--- config.mk ---
export PLATFORM = sky130hd
export DESIGN_NAME = loop_sequencer
export DESIGN_NICKNAME = d
export VERILOG_FILES = /design/src/rtl/synth_pkg.sv /design/src/rtl/loop_sequencer_sat_add.sv /design/src/rtl/loop_sequencer.sv
export SDC_FILE = /design/constraint.sdc
export NUM_CORES = 1
export LEC_CHECK = 0
export CAP_MARGIN = 5
export CORE_ASPECT_RATIO = 1.75
export CORE_MARGIN = 2
export CORE_UTILIZATION = 29
export DETAILED_ROUTE_END_ITERATION = 12
export HOLD_SLACK_MARGIN = 0.03
export PLACE_DENSITY = 0.49
export SETUP_SLACK_MARGIN = 0.4
export SYNTH_ARGS = -nofsm -noshare
export SYNTH_HDL_FRONTEND = slang
export SYNTH_HIERARCHICAL = 1
export SYNTH_SLANG_ARGS = --single-unit
--- constraint.sdc ---
create_clock -name clk -period 6.4 [get_ports clk]
set_clock_uncertainty 0.05 [all_clocks]
set_input_delay 0.64 -clock clk [delete_from_list [all_inputs] [get_ports clk]]
set_output_delay 0.64 -clock clk [all_outputs]
set_load 0.02 [all_outputs]
--- src/rtl/synth_pkg.sv ---
// Shared encodings and default widths for the looper datapath.
package synth_pkg;

    localparam int unsigned ADDR_W_DEF  = 23;
    localparam int unsigned DATA_W_DEF  = 16;
    localparam int unsigned TIMEOUT_DEF = 255;

    typedef enum logic [1:0] {
        MODE_IDLE    = 2'd0,
        MODE_RECORD  = 2'd1,
        MODE_PLAY    = 2'd2,
        MODE_OVERDUB = 2'd3
    } mode_t;

    typedef enum logic [2:0] {
        S_WAIT    = 3'd0,
        S_RD_REQ  = 3'd1,
        S_RD_WAIT = 3'd2,
        S_WR_REQ  = 3'd3,
        S_WR_WAIT = 3'd4
    } state_t;

endpackage

--- src/rtl/loop_sequencer_sat_add.sv ---
// Signed saturating adder used to mix live input into the stored loop.
module sat_add
    import synth_pkg::*;
#(
    parameter int unsigned DATA_W = DATA_W_DEF
) (
    input  logic [DATA_W-1:0] a,
    input  logic [DATA_W-1:0] b,
    output logic [DATA_W-1:0] sum_c
);

    localparam logic [DATA_W-1:0] POS_MAX = {1'b0, {(DATA_W-1){1'b1}}};
    localparam logic [DATA_W-1:0] NEG_MIN = {1'b1, {(DATA_W-1){1'b0}}};

    logic [DATA_W:0] wide;

    // One extra bit of headroom; clamp when the top two bits disagree.
    always_comb begin
        wide  = {a[DATA_W-1], a} + {b[DATA_W-1], b};
        sum_c = wide[DATA_W-1:0];
        if (wide[DATA_W] != wide[DATA_W-1]) begin
            sum_c = wide[DATA_W] ? NEG_MIN : POS_MAX;
        end
    end

endmodule

--- src/rtl/loop_sequencer.sv ---
// Record/playback/overdub looper issuing one RAM read and/or write per sample tick.
module loop_sequencer
    import synth_pkg::*;
#(
    parameter int unsigned ADDR_W  = ADDR_W_DEF,
    parameter int unsigned DATA_W  = DATA_W_DEF,
    parameter int unsigned TIMEOUT = TIMEOUT_DEF
) (
    input  logic              clk,
    input  logic              rst,
    input  logic              sample_tick,
    input  logic [DATA_W-1:0] sample_in,
    input  logic              rec,
    input  logic              play,
    input  logic              stop,
    output logic [DATA_W-1:0] sample_out,
    output logic              sample_valid,
    output logic              ram_req,
    output logic              ram_we,
    output logic [ADDR_W-1:0] ram_addr,
    output logic [DATA_W-1:0] ram_wdata,
    input  logic [DATA_W-1:0] ram_rdata,
    input  logic              ram_ack,
    output logic [1:0]        mode,
    output logic [ADDR_W-1:0] loop_len,
    output logic              overrun
);

    localparam int unsigned TO_W = $clog2(TIMEOUT + 1);

    state_t            state;
    mode_t             mode_q;
    logic [ADDR_W-1:0] pointer;
    logic [ADDR_W-1:0] len_q;
    logic [DATA_W-1:0] sample_reg;
    logic              pend_stop;
    logic              pend_rec;
    logic              pend_play;
    logic [TO_W-1:0]   to_cnt;

    mode_t             wait_mode;
    logic [ADDR_W-1:0] wait_ptr;
    logic [ADDR_W-1:0] wait_len;
    logic [ADDR_W-1:0] ptr_inc;
    logic [ADDR_W-1:0] ptr_wrap;
    logic              to_expired;
    logic [DATA_W-1:0] mix;

    assign mode     = mode_q;
    assign loop_len = len_q;

    // Live input mixed with the word just read back from the loop.
    sat_add #(
        .DATA_W (DATA_W)
    ) u_sat_add (
        .a     (sample_out),
        .b     (sample_reg),
        .sum_c (mix)
    );

    // Resolve live and latched mode commands (stop > rec > play) for use in S_WAIT.
    always_comb begin
        wait_mode = mode_q;
        wait_ptr  = pointer;
        wait_len  = len_q;
        if (stop || pend_stop) begin
            wait_mode = MODE_IDLE;
            if (mode_q == MODE_RECORD) begin
                wait_len = pointer;
            end
        end else if (rec || pend_rec) begin
            if (len_q != '0) begin
                wait_mode = MODE_OVERDUB;
            end else begin
                wait_mode = MODE_RECORD;
            end
            wait_ptr = '0;
        end else if (play || pend_play) begin
            if (len_q != '0) begin
                wait_mode = MODE_PLAY;
                wait_ptr  = '0;
            end
        end
    end

    // Pointer step helpers and ack-timeout detect.
    always_comb begin
        ptr_inc    = pointer + ADDR_W'(1);
        ptr_wrap   = (ptr_inc == len_q) ? '0 : ptr_inc;
        to_expired = (to_cnt == TO_W'(TIMEOUT - 1));
    end

    // Transaction sequencer, mode register and all registered outputs.
    always_ff @(posedge clk) begin
        if (!rst) begin
            state        <= S_WAIT;
            mode_q       <= MODE_IDLE;
            pointer      <= '0;
            len_q        <= '0;
            sample_reg   <= '0;
            pend_stop    <= 1'b0;
            pend_rec     <= 1'b0;
            pend_play    <= 1'b0;
            to_cnt       <= '0;
            sample_out   <= '0;
            sample_valid <= 1'b0;
            ram_req      <= 1'b0;
            ram_we       <= 1'b0;
            ram_addr     <= '0;
            ram_wdata    <= '0;
            overrun      <= 1'b0;
        end else begin
            sample_valid <= 1'b0;

            if (state == S_WAIT) begin
                pend_stop <= 1'b0;
                pend_rec  <= 1'b0;
                pend_play <= 1'b0;
            end else begin
                pend_stop <= pend_stop | stop;
                pend_rec  <= pend_rec | rec;
                pend_play <= pend_play | play;
            end

            if (sample_tick && (state != S_WAIT)) begin
                overrun <= 1'b1;
            end

            case (state)
                S_WAIT: begin
                    mode_q  <= wait_mode;
                    pointer <= wait_ptr;
                    len_q   <= wait_len;
                    if (sample_tick) begin
                        sample_reg <= sample_in;
                        case (wait_mode)
                            MODE_RECORD:  state <= S_WR_REQ;
                            MODE_PLAY:    state <= S_RD_REQ;
                            MODE_OVERDUB: state <= S_RD_REQ;
                            default:      state <= S_WAIT;
                        endcase
                    end
                end

                S_RD_REQ: begin
                    ram_req  <= 1'b1;
                    ram_we   <= 1'b0;
                    ram_addr <= pointer;
                    to_cnt   <= '0;
                    state    <= S_RD_WAIT;
                end

                S_RD_WAIT: begin
                    if (ram_ack) begin
                        ram_req      <= 1'b0;
                        sample_out   <= ram_rdata;
                        sample_valid <= 1'b1;
                        if (mode_q == MODE_OVERDUB) begin
                            state <= S_WR_REQ;
                        end else begin
                            pointer <= ptr_wrap;
                            state   <= S_WAIT;
                        end
                    end else if (to_expired) begin
                        ram_req <= 1'b0;
                        overrun <= 1'b1;
                        state   <= S_WAIT;
                    end else begin
                        to_cnt <= to_cnt + TO_W'(1);
                    end
                end

                S_WR_REQ: begin
                    ram_req  <= 1'b1;
                    ram_we   <= 1'b1;
                    ram_addr <= pointer;
                    if (mode_q == MODE_OVERDUB) begin
                        ram_wdata <= mix;
                    end else begin
                        ram_wdata <= sample_reg;
                    end
                    to_cnt <= '0;
                    state  <= S_WR_WAIT;
                end

                S_WR_WAIT: begin
                    if (ram_ack) begin
                        ram_req <= 1'b0;
                        state   <= S_WAIT;
                        if (mode_q == MODE_RECORD) begin
                            // Full memory ends the recording and starts playback.
                            if (pointer == '1) begin
                                len_q   <= '1;
                                mode_q  <= MODE_PLAY;
                                pointer <= '0;
                            end else begin
                                pointer <= ptr_inc;
                            end
                        end else begin
                            pointer <= ptr_wrap;
                        end
                    end else if (to_expired) begin
                        ram_req <= 1'b0;
                        overrun <= 1'b1;
                        state   <= S_WAIT;
                    end else begin
                        to_cnt <= to_cnt + TO_W'(1);
                    end
                end

                default: state <= S_WAIT;
            endcase
        end
    end

endmodule

After elaboration in Yosys (flattened, before gate mapping)

Cells that the tools add are included.

Register bits after elaboration: 137
Bits in latches: 0
Bits in writable memories: 0
ROM bits: 0
Bits of input ports: 39
Memories kept: 0

Add/subtract/negate cells: 3
Multipliers: 0
Divide/modulo/power cells: 0
Order comparisons: 0
Equal/unequal tests: 27
Shift-type cells: 0
Mux-type cells: 48
Bitwise logic cells: 4
Reductions and logical operators: 23

Operators with widths:

| cell                    | number |
|---|---|
| $mux W23                | 15 |
| $pmux W23 S3            | 1 |
| $mux W16                | 3 |
| $pmux W23 S2            | 1 |
| $add A23 B1 Y23 const B | 1 |
| $eq A23 B23 Y1          | 1 |
| $eq A23 B23 Y1 const B  | 1 |
| $reduce_bool A23 Y1     | 1 |
| $ne A2 B2 Y1 const B    | 11 |
| $mux W2                 | 9 |
| $add A16 B16 Y17        | 1 |
| $mux W8                 | 2 |
| $pmux W8 S2             | 1 |
| $pmux W3 S5             | 1 |
| $mux W3                 | 4 |
| $add A8 B1 Y8 const B   | 1 |
| $eq A8 B8 Y1 const B    | 1 |
| $pmux W2 S2             | 2 |
| $reduce_and A2 Y1       | 4 |
| $reduce_or A2 Y1        | 4 |
| $mux W1                 | 7 |
| $reduce_and A7 Y1       | 1 |
| $eq A2 B2 Y1 const B    | 3 |
| $eq A3 B2 Y1 const B    | 2 |
| 17 further kinds        | 27 |

Longest topological paths before layout

Depth in word-level cells: 10
Gate-level depth with buffers: 13
Depth with buffers taken out: 12

Modules after synthesis

Netlist, hierarchy kept.

Modules (own cells, without submodules):

| module         | instances | cells each | area an instance (µm²) |
|---|---|---|---|
| loop_sequencer | 1         | 832        | 6558.8 |
| sat_add        | 1         | 132        | 982.2 |

Least setup slack after synthesis

Ideal clock, no wire load.

Kind: flip-flop to flip-flop
Start: reg pointer[3]
End: reg pointer[10]
Arrival time: 2886 ps
Data required time: 6218 ps
Setup slack: 3332 ps
Cell stages (with the launch flop): 11
Path buffers: 2
Clock period less this slack: 3068 ps
Cells stage by stage: dfxtp_1 > buf_4 > nand4_4 > or4_1 > xnor2_1 > or4_4 > nor4_4 > o2111ai_4 > a21oi_4 > buf_6 > nor3_1

Longest elaborated chain between the ends: 6

RTL lines:

| element                            | RTL line                                     | text |
|---|---|---|
| start, declared                    | loop_sequencer.sv:33                         | `logic [ADDR_W-1:0] pointer;` |
| start signal, assigned             | loop_sequencer.sv:132                        | `pointer <= wait_ptr;` |
| start signal, assigned             | loop_sequencer.sv:161                        | `pointer <= ptr_wrap;` |
| start signal, assigned             | loop_sequencer.sv:197                        | `pointer <= ptr_inc;` |
| $add A23 B1 Y23                    | loop_sequencer.sv:88                         | `ptr_inc = pointer + ADDR_W'(1);` |
| $eq A23 B23 Y1                     | loop_sequencer.sv:89                         | `ptr_wrap = (ptr_inc == len_q) ? '0 : ptr_inc;` |
| $mux W23                           | loop_sequencer.sv:89                         |  |
| $mux W23, on equally long branches | loop_sequencer.sv:190, loop_sequencer.sv:158 |  |
| $mux W23, on equally long branches | loop_sequencer.sv:187, loop_sequencer.sv:154 |  |
| $pmux W23 S3 *                     | loop_sequencer.sv:129                        | `case (state)` |

Every way passes the cells marked *; elsewhere a longest branch is shown, timed or not. The select of a mux whose other input is x is not followed.
A chain may end at the register's enable or synchronous reset.

Final worst setup path

Start: reg pointer[4]
End: reg len_q[6], in the netlist loop_len[6]

Longest elaborated chain between the ends: 3

RTL lines:

| element                     | RTL line              | text |
|---|---|---|
| $eq A23 B23 Y1              | loop_sequencer.sv:192 | `if (pointer == '1) begin` |
| $ne A2 B2 Y1 (no line)      | --                    |  |
| $reduce_and A6 Y1 (no line) | --                    |  |
| end signal, assigned        | loop_sequencer.sv:133 | `len_q <= wait_len;` |
| end, declared               | loop_sequencer.sv:34  | `logic [ADDR_W-1:0] len_q;` |

No other way between the ends.

==> flow_metrics.tcl <==
set metrics [dict create \
    synth-async-reset-ratio_pct 0 \
    fin_nets 1101 \
    switching_share_pct 32.35 \
    post-route-drc-count 0 \
    p_int_w 0.001795 \
    ff2ff_setup_slack_ps 2260 \
    cp_num_cells 8 \
    fin_crit_sh_pct 64.69 \
    io_pins 123 \
    tns_ps 0 \
    yosysTopAreaCell "dfxtp_1" \
    worstReg2RegStart "pointer[4]" \
    hold_class "reg2reg" \
    drive_above_1_share_pct 7.116 \
    power_frac_seq_pct 37.4 \
    synth_ff_type "dfxtp_1" \
    worstReg2RegEnd "loop_len[6]" \
    die-area_um2 27360 \
    crit_path_cell_trace "and4_1 -> nand4_1 -> nor4_2 -> nand3_1 -> a211oi_2 -> nand2_1 -> buf_16 -> o311a_1" \
    final_util_pct 37.05 \
    cp_top_family "simple AND/OR/NAND/NOR gates" \
    endpoint_kind "flop" \
    cts_tree "built" \
    gp_congestion 0.8601 \
    slowest_stage "a211oi_2" \
    grt_pass1_vias 7235 \
    syn_area_um2 7541 \
    regArea_um2 2743 \
    synth_edf_count 0 \
    cts_htree_levels 4 \
    grtUsageTotal_pct 19.31 \
    dp_cells 1342 \
    wl_per_cell_um 18.90 \
    critPathRequiredTime_ps 6680 \
    syn_nets 1023 \
    grt_pass1_wl_mm 40.75 \
    path_class "reg2reg" \
    coreArea_um2 25760 \
    synth_top_cell_area_share_pct 36.37 \
    synth_area_leaders "dfxtp_1, nand2_1, a21oi_1" \
    cts_buffers 17 \
    power_frac_clock_pct 38.9 \
    ys_seq_elements 137 \
    fillerInstances 2751 \
    syn_inst 964 \
    holdWs_ps 400.3 \
    numPortBuffers 122 \
    critPathMaxFanout 27 \
    cts_buffer_depth 2 \
    slowest_delay_ps 890 \
    status "finished clean" \
    drt-initial-drc-count 394 \
    stdcell_count 1374 \
    worstMarginPinSlew_ps 1025 \
    clkTransAtPathRegs_ps 60 \
    clock-sinks 137 \
    routed_wl_mm 25.97 \
    peakVddDrop_mv 0.2220 \
    overflow 0 \
    maxCapViolations 0 \
    period_needed_ps 4140 \
    die_h_um 217.3 \
    root_buffer "clkbuf_16" \
    p_comb_share_pct 23.7 \
    endpoint "loop_len[6]" \
    antenna_found_initial 0 \
    crit_arrival_ps 4420 \
    grt_max_degree 56 \
    relSlewSlack_pct 31.55 \
    num_antenna_cells 0 \
    path_buf_inv 1 \
    reg2reg_depth 8 \
    synth_area_per_cell_um2 7.823 \
    insertion_delay_ps 450 \
    multiInputGateArea_um2 4397 \
    cts_hold_buf 0 \
    cts_resized 0 \
    area.growth.synth_to_final_pct 26.60 \
    ys_seq_area_share_pct 36.37 \
    initial_core_util_pct 29.27 \
    fp-row-count 78 \
    ys_warn_count 6 \
    crit_start "pointer[4]" \
    cp-start-kind "flop" \
    hold_viol_final 0 \
    finalPower_w 0.002653 \
    pwr_density_cell_nw_per_um2 277.9 \
    die_w_um 125.9 \
    finalSetupViolations 0 \
    dp_hpwl_mm 18.77 \
    rsz0062_at_grt "no" \
    p_sw_w 0.0008583 \
    via_per_inst 5.250 \
    drt_pre_antenna_iters 5 \
    drtAntennaViolNets 0 \
    max_freq_mhz 241.6 \
    p_leak_nw 3.275 \
    postCtsSetupRepairBufs 0 \
    maxSlewViolCount 0 \
    synthDistinctLibCells 73 \
    vias 7214 \
]
==> power groups by stage <==
stage	registers, W	logic (W)	clock network, W
global placement	0.00101	0.000624	0
finish	0.000992	0.000629	0.00103
floorplan	0.00102	0.000364	0
CTS	0.000993	0.000629	0.00106
detailed placement	0.00101	0.000627	0
global route	0.00100	0.000690	0.00109
==> cells in the mapped netlist (4+ instances only) <==
master / count
or3_1: 7
buf_4: 7
and3_1: 8
a311oi_1: 17
and4_1: 7
nor2b_1: 4
a21boi_0: 5
o21ai_2: 6
o311a_1: 11
xor2_1: 19
buf_2: 13
clkbuf_1: 48
a21o_1: 5
nor4b_1: 4
nor4_1: 13
a21oi_1: 96
nand4_1: 14
dfxtp_1: 137
inv_1: 16
o2111ai_1: 4
nand2_1: 179
nand2b_1: 20
xnor2_1: 35
buf_1: 4
nor3_1: 55
o211ai_1: 5
ha_1: 19
a31oi_1: 7
o21ai_0: 16
a211oi_1: 4
nand3_1: 47
nor2_1: 63
and2_1: 5
==> cells in the final DEF, fill, tap and decap left out, drive strengths merged, types with 17 or more instances in the layout <==
cell type / netlist / routed
dfxtp: 137 / 137
nand2b: 20 / 20
xnor2: 35 / 35
a311oi: 17 / 17
ha: 19 / 19
nand3: 47 / 47
nor2: 64 / 64
nand2: 180 / 180
xor2: 19 / 19
clkbuf: 49 / 19
clkdlybuf4s50: 0 / 122
nor3: 55 / 55
a21oi: 98 / 98
o21ai: 24 / 24
==> worst reg2reg max path, delay by kind of cell, from the launching register on <==
family | cells | cell delay [ps]
DFF | 1 | 610
AOI/OAI and AO/OA | 2 | 1200
and+or+nand+nor | 5 | 1840
buffers and inverters | 1 | 330
==> cells by family after synthesis <==
group | Yosys count | share of synthesized area, %
fa+ha+maj | 22 | 3.683
simple gates | 441 | 28.06
compound gates | 214 | 19.71
xor+xnor | 54 | 6.272
buf+inv | 93 | 5.508
flops | 137 | 36.37
mux | 3 | 0.3982
==> metal layers <==
| metal | wire (µm) | part of all wire [%] | track usage, % |
|---|---|---|---|
| met1 | 9392 | 36 | 18.91 |
| met2 | 14380 | 55 | 36.97 |
| met3 | 706 | 2.7 | 3.171 |
| met4 | 1493 | 5.7 | 12.05 |
| met5 | 0 | 0 | 0 |
==> final cells by class <==
cell class              count  share of cell area (%)
flip-flops and latches    137                   28.73
clock buffers              19                   4.744
inverters                  17                  0.6815
multi-input cells         734                   46.06
repair buffers            135                   14.02
clock inverters            12                   1.573
well taps                 320                   4.194
==> metrics by stage <==
step / setup slack [ps] / cell area (µm²)
after floorplan: 3332 / 7541
after global placement: 1887 / 8916
after detailed placement: 1736 / 8916
after CTS: 1710 / 9519
after global routing: 1928 / 9547
final: 2260 / 9547
==> worst min-delay path by stage <==
stage               slack [ps]     startpoint       endpoint  cells past startpoint
CTS                        400   ram_addr[14]   ram_addr[14]                      2
detailed placement         400   ram_addr[14]   ram_addr[14]                      2
global route               430   ram_addr[12]   ram_addr[12]                      2
global placement           390   ram_addr[14]   ram_addr[14]                      2
finish                     400   ram_addr[14]   ram_addr[14]                      2
floorplan                  400  sample_reg[0]  sample_reg[0]                      2
No activity file was read; power rests on OpenSTA's default activity.
